## config.mk

```make
export PLATFORM = sky130hd
export DESIGN_NAME = ads_seg_display_flat
export DESIGN_NICKNAME = d
export VERILOG_FILES = /design/src/rtl/ads_seg_pkg.sv /design/src/rtl/ads_seg_display_if.sv /design/src/rtl/ads_seg_display_seg7_decode.sv /design/src/rtl/ads_seg_display.sv /design/src/flat_wrapper.sv
export SDC_FILE = /design/constraint.sdc
export NUM_CORES = 1
export LEC_CHECK = 0
export ABC_AREA = 0
export BUFFER_PORTS_ARGS = -buffer_cell sky130_fd_sc_hd__buf_2
export CAP_MARGIN = 20
export CORE_MARGIN = 3
export CORE_UTILIZATION = 40
export CTS_BUF_LIST = sky130_fd_sc_hd__clkbuf_16
export DETAILED_ROUTE_END_ITERATION = 16
export HOLD_SLACK_MARGIN = 0.15
export PLACE_DENSITY_LB_ADDON = 0.05
export REMOVE_ABC_BUFFERS = 1
export SYNTH_ARGS = -nofsm -noshare
export SYNTH_HDL_FRONTEND = slang
export SYNTH_SLANG_ARGS = --single-unit
```

## constraint.sdc

```tcl
create_clock -name clk_clk -period 9.5 [get_ports clk_clk]
set_clock_uncertainty 0.15 [all_clocks]
set_input_delay 0.475 -clock clk_clk [delete_from_list [all_inputs] [get_ports clk_clk]]
set_output_delay 0.475 -clock clk_clk [all_outputs]
set_load 0.01 [all_outputs]
```

## src/rtl/ads_seg_pkg.sv

```systemverilog
// Shared types and constants for the ADS1115 result display path:
// FSM states, active-low 7-segment patterns (bit0=a .. bit6=g) and datapath widths.
package ads_seg_pkg;

    localparam int DATA_W     = 16;
    localparam int BCD_DIGITS = 5;
    localparam int BCD_W      = 4 * BCD_DIGITS;

    typedef enum logic [1:0] {
        IDLE  = 2'd0,
        PREP  = 2'd1,
        SHIFT = 2'd2,
        LOAD  = 2'd3
    } state_t;

    localparam logic [6:0] SEG_0     = 7'h40;
    localparam logic [6:0] SEG_1     = 7'h79;
    localparam logic [6:0] SEG_2     = 7'h24;
    localparam logic [6:0] SEG_3     = 7'h30;
    localparam logic [6:0] SEG_4     = 7'h19;
    localparam logic [6:0] SEG_5     = 7'h12;
    localparam logic [6:0] SEG_6     = 7'h02;
    localparam logic [6:0] SEG_7     = 7'h78;
    localparam logic [6:0] SEG_8     = 7'h00;
    localparam logic [6:0] SEG_9     = 7'h10;
    localparam logic [6:0] SEG_MINUS = 7'h3F;
    localparam logic [6:0] SEG_BLANK = 7'h7F;

    // Patterns are stored active-low; boards with active-high drivers get the inverse.
    function automatic logic [6:0] seg_polarity(input logic [6:0] pat, input logic active_low);
        return active_low ? pat : ~pat;
    endfunction

    function automatic logic [3:0] add3(input logic [3:0] nib);
        return (nib >= 4'd5) ? nib + 4'd3 : nib;
    endfunction

endpackage

```

## src/rtl/ads_seg_display_if.sv

```systemverilog
// Valid/ready stream carrying one 16-bit ADS1115 conversion code per transfer.
interface ads_seg_display_if;

    logic [ads_seg_pkg::DATA_W-1:0] data;
    logic                           valid;
    logic                           ready;

    modport master (output data, output valid, input ready);
    modport slave  (input data, input valid, output ready);

endinterface

```

## src/rtl/ads_seg_display_seg7_decode.sv

```systemverilog
// One BCD digit to a 7-segment pattern; a set blank flag or a non-decimal code turns all segments off.
module seg7_decode
    import ads_seg_pkg::*;
#(
    parameter int SEG_ACTIVE_LOW = 1
) (
    input  logic [3:0] digit,
    input  logic       blank,
    output logic [6:0] seg
);

    logic [6:0] pat;

    always_comb begin
        pat = SEG_BLANK;
        if (!blank) begin
            case (digit)
                4'd0:    pat = SEG_0;
                4'd1:    pat = SEG_1;
                4'd2:    pat = SEG_2;
                4'd3:    pat = SEG_3;
                4'd4:    pat = SEG_4;
                4'd5:    pat = SEG_5;
                4'd6:    pat = SEG_6;
                4'd7:    pat = SEG_7;
                4'd8:    pat = SEG_8;
                4'd9:    pat = SEG_9;
                default: pat = SEG_BLANK;
            endcase
        end
    end

    assign seg = seg_polarity(pat, SEG_ACTIVE_LOW != 0);

endmodule

```

## src/rtl/ads_seg_display.sv

```systemverilog
// ADS1115 code -> sign + five decimal digits on six 7-segment buses via a 16-step double-dabble.
// Optional build macro ADS_SEG_LZ_BLANK_EN blanks leading zeros on led5..led2.
//
// state | meaning
// IDLE  | in_ready high, waiting for a code
// PREP  | derive sign and magnitude, clear BCD register and step counter
// SHIFT | 16 add-3/shift steps; display registers load on the last step
// LOAD  | new pattern on the leds, disp_update high for this cycle
module ads_seg_display
    import ads_seg_pkg::*;
#(
    parameter int SIGNED_IN      = 1,
    parameter int SEG_ACTIVE_LOW = 1
) (
    input  logic               clk_clk,
    input  logic               reset_reset_n,
    ads_seg_display_if.slave   in_bus,
    output logic               disp_update,
    output logic [6:0]         led1_export,
    output logic [6:0]         led2_export,
    output logic [6:0]         led3_export,
    output logic [6:0]         led4_export,
    output logic [6:0]         led5_export,
    output logic [6:0]         led6_export
);

    localparam logic [6:0] RST_DIGIT = seg_polarity(SEG_0, SEG_ACTIVE_LOW != 0);
    localparam logic [6:0] RST_BLANK = seg_polarity(SEG_BLANK, SEG_ACTIVE_LOW != 0);

    logic [1:0]                   rst_meta;
    logic                         rst_n;
    state_t                       state;
    state_t                       state_nxt;
    logic [DATA_W-1:0]            code_q;
    logic [DATA_W-1:0]            mag_q;
    logic [DATA_W-1:0]            mag_shift;
    logic [BCD_W-1:0]             bcd_q;
    logic [BCD_W-1:0]             bcd_adj;
    logic [BCD_W-1:0]             bcd_nxt;
    logic [4:0]                   cnt_q;
    logic                         neg_q;
    logic                         neg_c;
    logic                         last_shift;
    logic [BCD_DIGITS-1:0]        blank;
    logic [BCD_DIGITS-1:0][6:0]   dig_seg;
    logic [6:0]                   sign_seg;

    // Reset asserts immediately but releases on a clock edge.
    always_ff @(posedge clk_clk or negedge reset_reset_n) begin
        if (!reset_reset_n) rst_meta <= 2'b00;
        else                rst_meta <= {rst_meta[0], 1'b1};
    end
    assign rst_n = rst_meta[1];

    always_ff @(posedge clk_clk or negedge rst_n) begin
        if (!rst_n) state <= IDLE;
        else        state <= state_nxt;
    end

    always_comb begin
        state_nxt = state;
        case (state)
            IDLE:    if (in_bus.valid) state_nxt = PREP;
            PREP:    state_nxt = SHIFT;
            SHIFT:   if (last_shift) state_nxt = LOAD;
            LOAD:    state_nxt = IDLE;
            default: state_nxt = IDLE;
        endcase
    end

    assign in_bus.ready = (state == IDLE);
    assign disp_update  = (state == LOAD);
    assign last_shift   = (state == SHIFT) && (cnt_q == 5'd15);

    // 16-bit negate is exact here: -32768 wraps to 8000h, which read unsigned is 32768.
    assign neg_c = (SIGNED_IN != 0) && code_q[DATA_W-1];

    always_comb begin
        bcd_adj = '0;
        for (int i = 0; i < BCD_DIGITS; i++) begin
            bcd_adj[4*i +: 4] = add3(bcd_q[4*i +: 4]);
        end
    end

    assign {bcd_nxt, mag_shift} = {bcd_adj, mag_q} << 1;

    always_ff @(posedge clk_clk or negedge rst_n) begin
        if (!rst_n) begin
            code_q <= '0;
            mag_q  <= '0;
            bcd_q  <= '0;
            cnt_q  <= '0;
            neg_q  <= 1'b0;
        end else begin
            case (state)
                IDLE: if (in_bus.valid) code_q <= in_bus.data;
                PREP: begin
                    neg_q <= neg_c;
                    mag_q <= neg_c ? (~code_q + 16'd1) : code_q;
                    bcd_q <= '0;
                    cnt_q <= '0;
                end
                SHIFT: begin
                    bcd_q <= bcd_nxt;
                    mag_q <= mag_shift;
                    cnt_q <= cnt_q + 5'd1;
                end
                default: ;
            endcase
        end
    end

`ifdef ADS_SEG_LZ_BLANK_EN
    logic lz_run;

    always_comb begin
        lz_run = 1'b1;
        blank  = '0;
        for (int i = BCD_DIGITS - 1; i >= 1; i--) begin
            lz_run   = lz_run && (bcd_nxt[4*i +: 4] == 4'd0);
            blank[i] = lz_run;
        end
    end
`else
    assign blank = '0;
`endif

    for (genvar g = 0; g < BCD_DIGITS; g++) begin : g_digit
        seg7_decode #(
            .SEG_ACTIVE_LOW (SEG_ACTIVE_LOW)
        ) u_dec (
            .digit (bcd_nxt[4*g +: 4]),
            .blank (blank[g]),
            .seg   (dig_seg[g])
        );
    end

    assign sign_seg = seg_polarity(neg_q ? SEG_MINUS : SEG_BLANK, SEG_ACTIVE_LOW != 0);

    // Loaded on the edge into LOAD so the new pattern lines up with disp_update.
    always_ff @(posedge clk_clk or negedge rst_n) begin
        if (!rst_n) begin
            led1_export <= RST_DIGIT;
            led2_export <= RST_BLANK;
            led3_export <= RST_BLANK;
            led4_export <= RST_BLANK;
            led5_export <= RST_BLANK;
            led6_export <= RST_BLANK;
        end else if (last_shift) begin
            led1_export <= dig_seg[0];
            led2_export <= dig_seg[1];
            led3_export <= dig_seg[2];
            led4_export <= dig_seg[3];
            led5_export <= dig_seg[4];
            led6_export <= sign_seg;
        end
    end

endmodule

```

## src/flat_wrapper.sv

```systemverilog
// flat-port wrapper written by rule: the top's interface ports become plain ports
module ads_seg_display_flat import ads_seg_pkg::*;
#(
    parameter int SIGNED_IN      = 1,
    parameter int SEG_ACTIVE_LOW = 1
)
  (clk_clk, reset_reset_n, disp_update, led1_export, led2_export, led3_export, led4_export, led5_export, led6_export, in_bus_data, in_bus_valid, in_bus_ready);
  ads_seg_display_if in_bus_i ();
  input  logic clk_clk;
  input  logic reset_reset_n;
  output logic disp_update;
  output logic [6:0] led1_export;
  output logic [6:0] led2_export;
  output logic [6:0] led3_export;
  output logic [6:0] led4_export;
  output logic [6:0] led5_export;
  output logic [6:0] led6_export;
  input wire logic [$bits(in_bus_i.data)-1:0] in_bus_data;
  input wire logic [$bits(in_bus_i.valid)-1:0] in_bus_valid;
  output wire logic [$bits(in_bus_i.ready)-1:0] in_bus_ready;
  assign in_bus_i.data = in_bus_data;
  assign in_bus_i.valid = in_bus_valid;
  assign in_bus_ready = in_bus_i.ready;
  ads_seg_display #(.SIGNED_IN(SIGNED_IN), .SEG_ACTIVE_LOW(SEG_ACTIVE_LOW)) u_core (.clk_clk(clk_clk), .reset_reset_n(reset_reset_n), .in_bus(in_bus_i), .disp_update(disp_update), .led1_export(led1_export), .led2_export(led2_export), .led3_export(led3_export), .led4_export(led4_export), .led5_export(led5_export), .led6_export(led6_export));
endmodule
```

==> results.cfg, run 1 <==
[place]
place_hpwl_um = 7840
io_buffers = 56
place_congestion = 0.868
post-place-cells = 783

[power]
p_leak_nw = 2.70
power_density_nw_per_um2 = 243
ir_worst_vdd_uv = 154

[drt]
route.detailed.drc = 0
post_drt_wl_per_cell_um = 14.3
drtAntennaViolNets = 0
drt_iter0_drc = 220
vias_per_cell = 5.25
route.vias.total = 4199
drt_first_pass_iters = 5
wl_um = 11400

[floorplanning]
fp.dieArea_um2 = 15100
initial_utilization_pct = 41.1
die_w_um = 123
die_y_um = 123
core_area_um2 = 13300
io_pins = 63
num_rows = 42

[clock_network]
htreeDepth = 3
cts_buffer_depth = 2
ctsHoldBuffers = 1
cts.repair.resized = 0
cts_tree = built
cts_buffers = 9
clock_sinks = 98
cts-root-buf = clkbuf_16
worstSkewPairLatency_ps = 340
path_clk_slew_ps = 60
post_cts_buffers = 0

[yosys]
synth_cell_type_count = 61
ys_seq_area_share_pct = 45.6
async_reset_ff_share_pct = 100
ys.flop_type = dfrtp_1
syn_inst = 574
synth_area_per_cell_um2 = 9.52
synth_area_um2 = 5460
synth.yosys.warnings = 0
ys_seq_elements = 98
synth_edf_count = 0

[global_route]
grt_antenna_before_repair = 0
grt_pass1_vias = 4010
grt_start_max_net_pins = 64
grt_pass1_wl_um = 19300
overflow = 0
grtUsageTotal_pct = 16.0

[final_layout]
finalNonFillerCells = 800
areaGrowthSynthToFinish_pct = 11.9
diodes = 0
drive_gt1_share_pct = 21.8
finalNetCount = 661

[timing]
finalSetupViolations = 0
max_slew_margin_pct = 44.3
final_max_slew_viol_count = 0
hold_viol_final = 0
rsz0062_at_grt = false
timing.fmax_ghz = 0.377
fin_crit_ps = 2650
worst_pin_slew_ps = 835
finalCritPeriodShare_pct = 27.9
finalSetupTns_ps = 0

[hold_path]
hold_class = register to asynchronous set/reset pin

[critical_path]
crit_type = register to register
crit_top_cell = ha_1
cp_max_fo = 7
path_buf_inv = 1
end_kind = register
required_ps = 9610
critPathSlowestCell = a211oi_1
max_stage_delay_ps = 470
arrival_ps = 2760
start_kind = register
path_cells = inv_1, ha_1, nand2b_1, a211oi_1, nor2_1, ha_1, or3_1, a21boi_0, o31ai_1
critical_path.top_delay_family = compound AO/OA/AOI/OAI gates

[outcome]
outcome = finished, final reports clean

[run]
max-cap-violations = 0
## power by group
part | switching (W) | internal [W] | leakage (nW) | total [W]
sequential | 0.0000911 | 0.000514 | 1.18 | 0.000605
clock | 0.000151 | 0.000171 | 0.144 | 0.000322
combinational | 0.000318 | 0.000240 | 1.38 | 0.000558
total | 0.000560 | 0.000925 | 2.70 | 0.00148
## Yosys cell counts, types with 7 or more instances
cell type	n	area [um2]
a21oi_1	26	130
nand2b_1	8	50.1
clkbuf_1	20	75.1
nor3_1	10	50.1
dfrtp_1	68	1700
ha_1	23	288
o21ai_0	48	240
dfstp_2	30	788
buf_4	7	52.6
inv_1	44	165
nand3_1	11	55.1
xnor2_1	7	61.3
xor2_1	10	87.6
o31ai_1	19	143
mux2_2	22	248
nor2_1	28	105
a211oi_1	8	60.1
a31oi_1	11	68.8
nand2_1	57	214
o22ai_1	21	131
## placed cells by master, fill, tap and decap left out, types with 4 or more instances in the layout
cell	instances
o22ai_1	21
dfrtp_1	67
or3_1	4
inv_1	50
nor3b_1	5
nand3_1	11
o21ai_1	5
nor3_1	10
a211oi_1	8
nand2b_1	8
mux2_2	22
nand2_1	57
o21a_1	6
o31ai_1	19
dfstp_2	30
nor2_1	28
clkbuf_16	9
and2_1	5
a31oi_1	11
nor2b_1	6
xnor2_1	7
o21ai_0	48
xor2_1	10
conb_1	7
buf_2	56
ha_1	22
buf_4	5
a21o_1	4
a21oi_1	26
## cells by family (layout without fill, tap and decap cells)
kind of cell	after synthesis	count (layout)	synth area share, %
buffers and inverters	78	122	6.32
muxes	25	25	5.08
xor gates and xnor gates	18	18	3.14
adders and majority gates	23	23	5.27
and+or+nand+nor	153	153	13.7
AOI/OAI and AO/OA	178	178	20.9
DFF	98	98	45.6
other	1	7	0.0686
## worst paths after layout
check                                    from               endpoint  slack, ps  depth (start not counted)
max                           u_core.bcd_q[0]  u_core.led1_export[6]       6850                          9
max in group asynchronous  u_core.rst_meta[1]        u_core.mag_q[2]       7890                          1
min reg2reg                u_core.rst_meta[1]      u_core.code_q[11]        150                          0
min in group clk_clk           in_bus_data[9]       u_core.code_q[9]        210                          2
max reg2reg                   u_core.bcd_q[0]  u_core.led1_export[6]       6850                          9
min                        u_core.rst_meta[1]      u_core.code_q[11]        150                          0
## state kept, by name (all words and copies together), names as in the netlist, 5 cells and up
name and count:
u_core.led5_export 7, u_core.bcd_q 20, u_core.mag_q 16, u_core.cnt_q 5
u_core.led4_export 7, u_core.led3_export 7, u_core.led1_export 7, u_core.led2_export 7
u_core.code_q 16
## cell type report
| cell class | count | area (um2) |
|---|---|---|
| timing repair buffer | 62 | 328 |
| sequential | 98 | 2490 |
| clock inverter | 7 | 26.3 |
| inverter | 44 | 165 |
| fill | 1284 | 7180 |
| tap | 176 | 220 |
| multi-input combinational | 404 | 2650 |
| clock buffer | 9 | 225 |
## routing by layer
| layer | wire [um] | GRT usage (%) | up-vias |
|---|---|---|---|
| met3 | 522 | 2.40 | 18 |
| met2 | 5250 | 25.8 | 85 |
| met1 | 5360 | 21.2 | 1967 |
| met5 | 0 | 0 | - |
| li1 | - | - | 2129 |
| met4 | 304 | 7.42 | 0 |
## per-stage QoR
stage | instance area (um2) | utilization (%) | total power [W] | hold WS (ps) | setup WS [ps]
finish | 6110 | 46.0 | 0.00148 | 146 | 6850
detailed placement | 5850 | 44.0 | 0.00118 | 114 | 6870
global placement | 5850 | 44.0 | 0.00117 | 110 | 7010
global route | 6110 | 46.0 | 0.00161 | 188 | 6630
floorplan | 5310 | - | 0.00103 | 29.4 | 6470
CTS | 6110 | 46.0 | 0.00151 | 160 | 6860
Note: power is estimated with default switching activity, not from simulation.
==> run 2, diff against run 1 <==
clock period = 2.15 ns   (was 9.5 ns; I/O delays follow)
==> results.cfg, run 2 (synthesis gave the netlist of run 1 again) <==
[critical_path]
r2r_setup_slack_ps = -40
critical_path.top_delay_family = simple AND/OR/NAND/NOR gates
crit_top_cell = ha_4
cp_max_fo = 4
arrival_ps = 2310
path_buf_inv = 0
required_ps = 2260
path_cells = ha_4, nand2b_4, a211oi_4, nor2_4, ha_4, or3_1, a21boi_1, o31ai_1
r2r_start = u_core.bcd_q[0]
critical_path.startpoint = u_core.bcd_q[0]
critical_path_depth = 8
critPathSlowestCell = dfrtp_1
start_kind = register
end_kind = register
max_stage_delay_ps = 430
r2r_end = u_core.led1_export[6]
crit_type = register to register
ff2ff_path_depth = 8

[outcome]
outcome = finished with violations
violations = setup timing

[final_layout]
largest_reg_flops = 20
final_common_cell = buf_4
diodes = 0
top_register = u_core.bcd_q
largestRegisters = u_core.bcd_q (20), u_core.code_q (16), u_core.mag_q (16)
drive_gt1_share_pct = 38.4
areaGrowthSynthToFinish_pct = 35.1
final_cell_mix = buf_4, dfrtp_1, buf_2, nand2_1, o21ai_0
nFillCells = 1165
finalNetCount = 756

[drt]
drt_iter0_drc = 251
drtAntennaViolNets = 0
post_drt_wl_per_cell_um = 14.7
drt_first_pass_iters = 4
route.vias.total = 4680
wl_um = 13200
route.detailed.drc = 0
vias_per_cell = 5.23

[clock_network]
worstSkewPairLatency_ps = 340
cts-root-buf = clkbuf_16
htreeDepth = 3
cts_buffers = 9
cts_tree = built
clock_sinks = 98
cts_buffer_depth = 2
path_clk_slew_ps = 70

[timing]
worst_pin_slew_ps = 620
finalSetupViolations = 3
rsz0062_at_grt = true
timing.fmax_ghz = 0.457
max_slew_margin_pct = 58.5
finalSetupTns_ps = -68.8
fin_crit_ps = 2190
holdWs_ps = 205
worst_slack_ps = -40.1
hold_viol_final = 0
final_max_slew_viol_count = 0
finalCritPeriodShare_pct = 102

[place]
place_congestion = 0.862
place_hpwl_um = 9040
io_buffers = 56

[global_route]
overflow = 0
grt_start_max_net_pins = 44
grt_antenna_before_repair = 0
grt_pass1_wl_um = 21700
grt_pass1_vias = 4599
grtUsageTotal_pct = 17.9

[power]
power_density_nw_per_um2 = 1060
p_leak_nw = 3.24
ir_worst_vdd_uv = 651

[hold_path]
hold_class = register to register
hp-start = u_core.rst_meta[0]
min_to = u_core.rst_meta[1]
holdPathStages = 0

[floorplanning]
core_area_um2 = 13300
num_rows = 42
initial_utilization_pct = 41.1
die_w_um = 123
io_pins = 63
die_y_um = 123
fp.dieArea_um2 = 15100

[run]
max-cap-violations = 0
## run 2: area by class of cell
| cell class | instances | area (um2) | share of cell area [%] |
|---|---|---|---|
| tap | 176 | 220 | 2.98 |
| timing repair buffer | 157 | 1160 | 15.7 |
| multi-input combinational | 404 | 3040 | 41.2 |
| inverter | 44 | 165 | 2.24 |
| sequential | 98 | 2490 | 33.8 |
| clock inverter | 7 | 83.8 | 1.14 |
| clock buffer | 9 | 225 | 3.05 |
## run 2: through the flow
stage / total power, W / util (%) / instances / cell area (um2) / worst slack (ps)
finish: 0.00781 / 55.5 / 895 / 7380 / -40.1
global placement: 0.00567 / 48.0 / 846 / 6390 / -84.0
global route: 0.00840 / 55.5 / 895 / 7380 / -104
CTS: 0.00758 / 52.9 / 890 / 7040 / -73.0
floorplan: 0.00455 / - / 546 / 5310 / -880
detailed placement: 0.00574 / 48.0 / 846 / 6390 / -164
## run 2: power breakdown
| part | leakage, nW | switching (W) | total (W) | internal, W |
|---|---|---|---|---|
| combinational | 1.91 | 0.00175 | 0.00345 | 0.00170 |
| clock | 0.148 | 0.000700 | 0.00171 | 0.00101 |
| sequential | 1.18 | 0.000384 | 0.00265 | 0.00227 |
| total | 3.24 | 0.00283 | 0.00781 | 0.00498 |
## run 2: layer usage
layer / vias to the layer above / share of wire, % / global-route usage, %
met1: 2265 / 45 / 23.3
met3: 18 / 3.0 / 2.63
li1: 2316 / - / -
met5: - / 0 / 0
met4: 0 / 1.7 / 6.02
met2: 81 / 50 / 30.5
## run 2: how the worst max path moves through the flow
| stage | slack [ps] | to |
|---|---|---|
| after global routing | -100 | u_core.led1_export[6] |
| after floorplan | -880 | u_core.bcd_q[0] |
| after global placement | -80 | u_core.led1_export[6] |
| after detailed placement | -160 | u_core.led1_export[6] |
| final | -40 | u_core.led1_export[6] |
| after CTS | -70 | u_core.mag_q[14] |
## run 2: repair_timing
| action | CTS | global route |
|---|---|---|
| hold buffers | 22 | 0 |
| resized for setup | 25 | 65 |
| setup buffers | 6 | 5 |
| cloned | 0 | 0 |
| endpoints found under the hold margin | 21 | 0 |
| pin swaps | 11 | 28 |
| endpoints found under the setup margin | 17 | 36 |
## run 2: worst reg2reg max path, delay by kind of cell, from the launching register on
family	cells	cell delay (ps)
AOI/OAI and AO/OA	3	560
adders and majority gates	2	370
and+or+nand+nor	3	600
DFF	1	430
==> run 3, diff against run 2 <==
BUFFER_PORTS_ARGS = not set   (was -buffer_cell sky130_fd_sc_hd__buf_2)
DONT_BUFFER_PORTS = 1   (was not set)
==> results.cfg, run 3 (synthesis gave the netlist of run 1 again) <==
[run]
max-cap-violations = 0

[final_layout]
drive_gt1_share_pct = 35.7
areaGrowthSynthToFinish_pct = 30.4
diodes = 0
nFillCells = 1216
largest_reg_flops = 20
top_register = u_core.bcd_q
finalNetCount = 709
final_util_pct = 53.6
final_common_cell = buf_4
final_cell_mix = buf_4, dfrtp_1, nand2_1, o21ai_0, inv_1
largestRegisters = u_core.bcd_q (20), u_core.code_q (16), u_core.mag_q (16)
finalNonFillerCells = 848
final_area_um2 = 7120

[drt]
drt_iter0_drc = 185
route.vias.total = 4511
drtAntennaViolNets = 0
vias_per_cell = 5.32
route.detailed.drc = 0
wl_um = 13200
drt_first_pass_iters = 4
post_drt_wl_per_cell_um = 15.5

[timing]
finalCritPeriodShare_pct = 102
timing.fmax_ghz = 0.457
worst_slack_ps = -36.9
fin_crit_ps = 2190
worst_pin_slew_ps = 830
hold_viol_final = 0
max_slew_margin_pct = 44.5
final_max_slew_viol_count = 0
finalSetupTns_ps = -51.1
rsz0062_at_grt = true
finalSetupViolations = 2

[critical_path]
ff2ff_path_depth = 5
arrival_ps = 2260
cp_max_fo = 3
start_kind = register
end_kind = register
crit_type = register to register
required_ps = 2220

[global_route]
grt_antenna_before_repair = 0
grt_pass1_wl_um = 21800
grtUsageTotal_pct = 18.0
overflow = 0
grt_pass1_vias = 4553
grt_start_max_net_pins = 44

[place]
place_congestion = 0.843
postPlaceCellArea_um2 = 6140
place_hpwl_um = 8930
post-place-cells = 798
io_buffers = 0

[outcome]
violations = setup timing
outcome = finished with violations

[clock_network]
clock_sinks = 98
path_clk_slew_ps = 70
cts_buffers = 9
cts_tree = built
cts_buffer_depth = 2
cts-root-buf = clkbuf_16
worstSkewPairLatency_ps = 340
htreeDepth = 3

[hold_path]
hold_class = register to asynchronous set/reset pin

[floorplanning]
die_y_um = 123
initial_utilization_pct = 41.1
die_w_um = 123
fp.dieArea_um2 = 15100
core_area_um2 = 13300
num_rows = 42
io_pins = 63

[power]
power_density_nw_per_um2 = 1070
finalPower_w = 0.00759
p_leak_nw = 2.99
ir_worst_vdd_uv = 860
[run 3: layout make-up]
type / count / area (um2) / share of cell area [%]
timing repair buffer: 110 / 921 / 12.9
inverter: 44 / 168 / 2.35
clock inverter: 7 / 45.0 / 0.632
clock buffer: 9 / 225 / 3.16
tap: 176 / 220 / 3.09
multi-input combinational: 404 / 3050 / 42.8
sequential: 98 / 2490 / 35.0
[run 3: metal layers]
metal | vias to the layer above | track usage [%] | wire, um
met5 | - | 0 | 0
met4 | 0 | 6.58 | 229
met3 | 16 | 2.63 | 419
met2 | 86 | 31.3 | 6620
met1 | 2187 | 22.7 | 5890
li1 | 2222 | - | -
[run 3: final timing paths]
path                                         start                    end  slack [ps]
min in group clk_clk            u_core.rst_meta[0]     u_core.rst_meta[1]         210
worst min-delay path            u_core.rst_meta[1]  u_core.led1_export[2]         180
worst min register to register  u_core.rst_meta[1]  u_core.led1_export[2]         180
max in group asynchronous       u_core.rst_meta[1]       u_core.code_q[0]         430
worst max register to register    u_core.code_q[5]       u_core.mag_q[14]         -40
worst max-delay path              u_core.code_q[5]       u_core.mag_q[14]         -40
[run 3: metrics by stage]
step | hold slack, ps | worst slack, ps
2_1_floorplan | -338 | -880
3_3_place_gp | -338 | -97.3
3_5_place_dp | -338 | -193
4_1_cts | 208 | -21.1
5_1_grt | 211 | -92.7
6_report | 182 | -36.9
[run 3: report_power, final]
group / internal, W / switching [W] / total, W
logic: 0.00169 / 0.00175 / 0.00344
registers: 0.00227 / 0.000375 / 0.00264
clock network: 0.000781 / 0.000730 / 0.00151
total: 0.00474 / 0.00286 / 0.00759
[run 3: critical path: stages, from the launching register on]
cell and delay, ps:
dfrtp_1 380, or4_4 540, or4_4 490, o31ai_4 250, xor2_1 190, o21ai_1 70
[run 3: what timing repair did]
| action | in CTS | in global routing |
|---|---|---|
| endpoints found under the setup margin | 17 | 37 |
| hold endpoints to repair | 39 | 0 |
| buffers inserted | 10 | 5 |
| hold buffers | 20 | 0 |
| pin swaps | 11 | 28 |
| resized for setup | 35 | 67 |
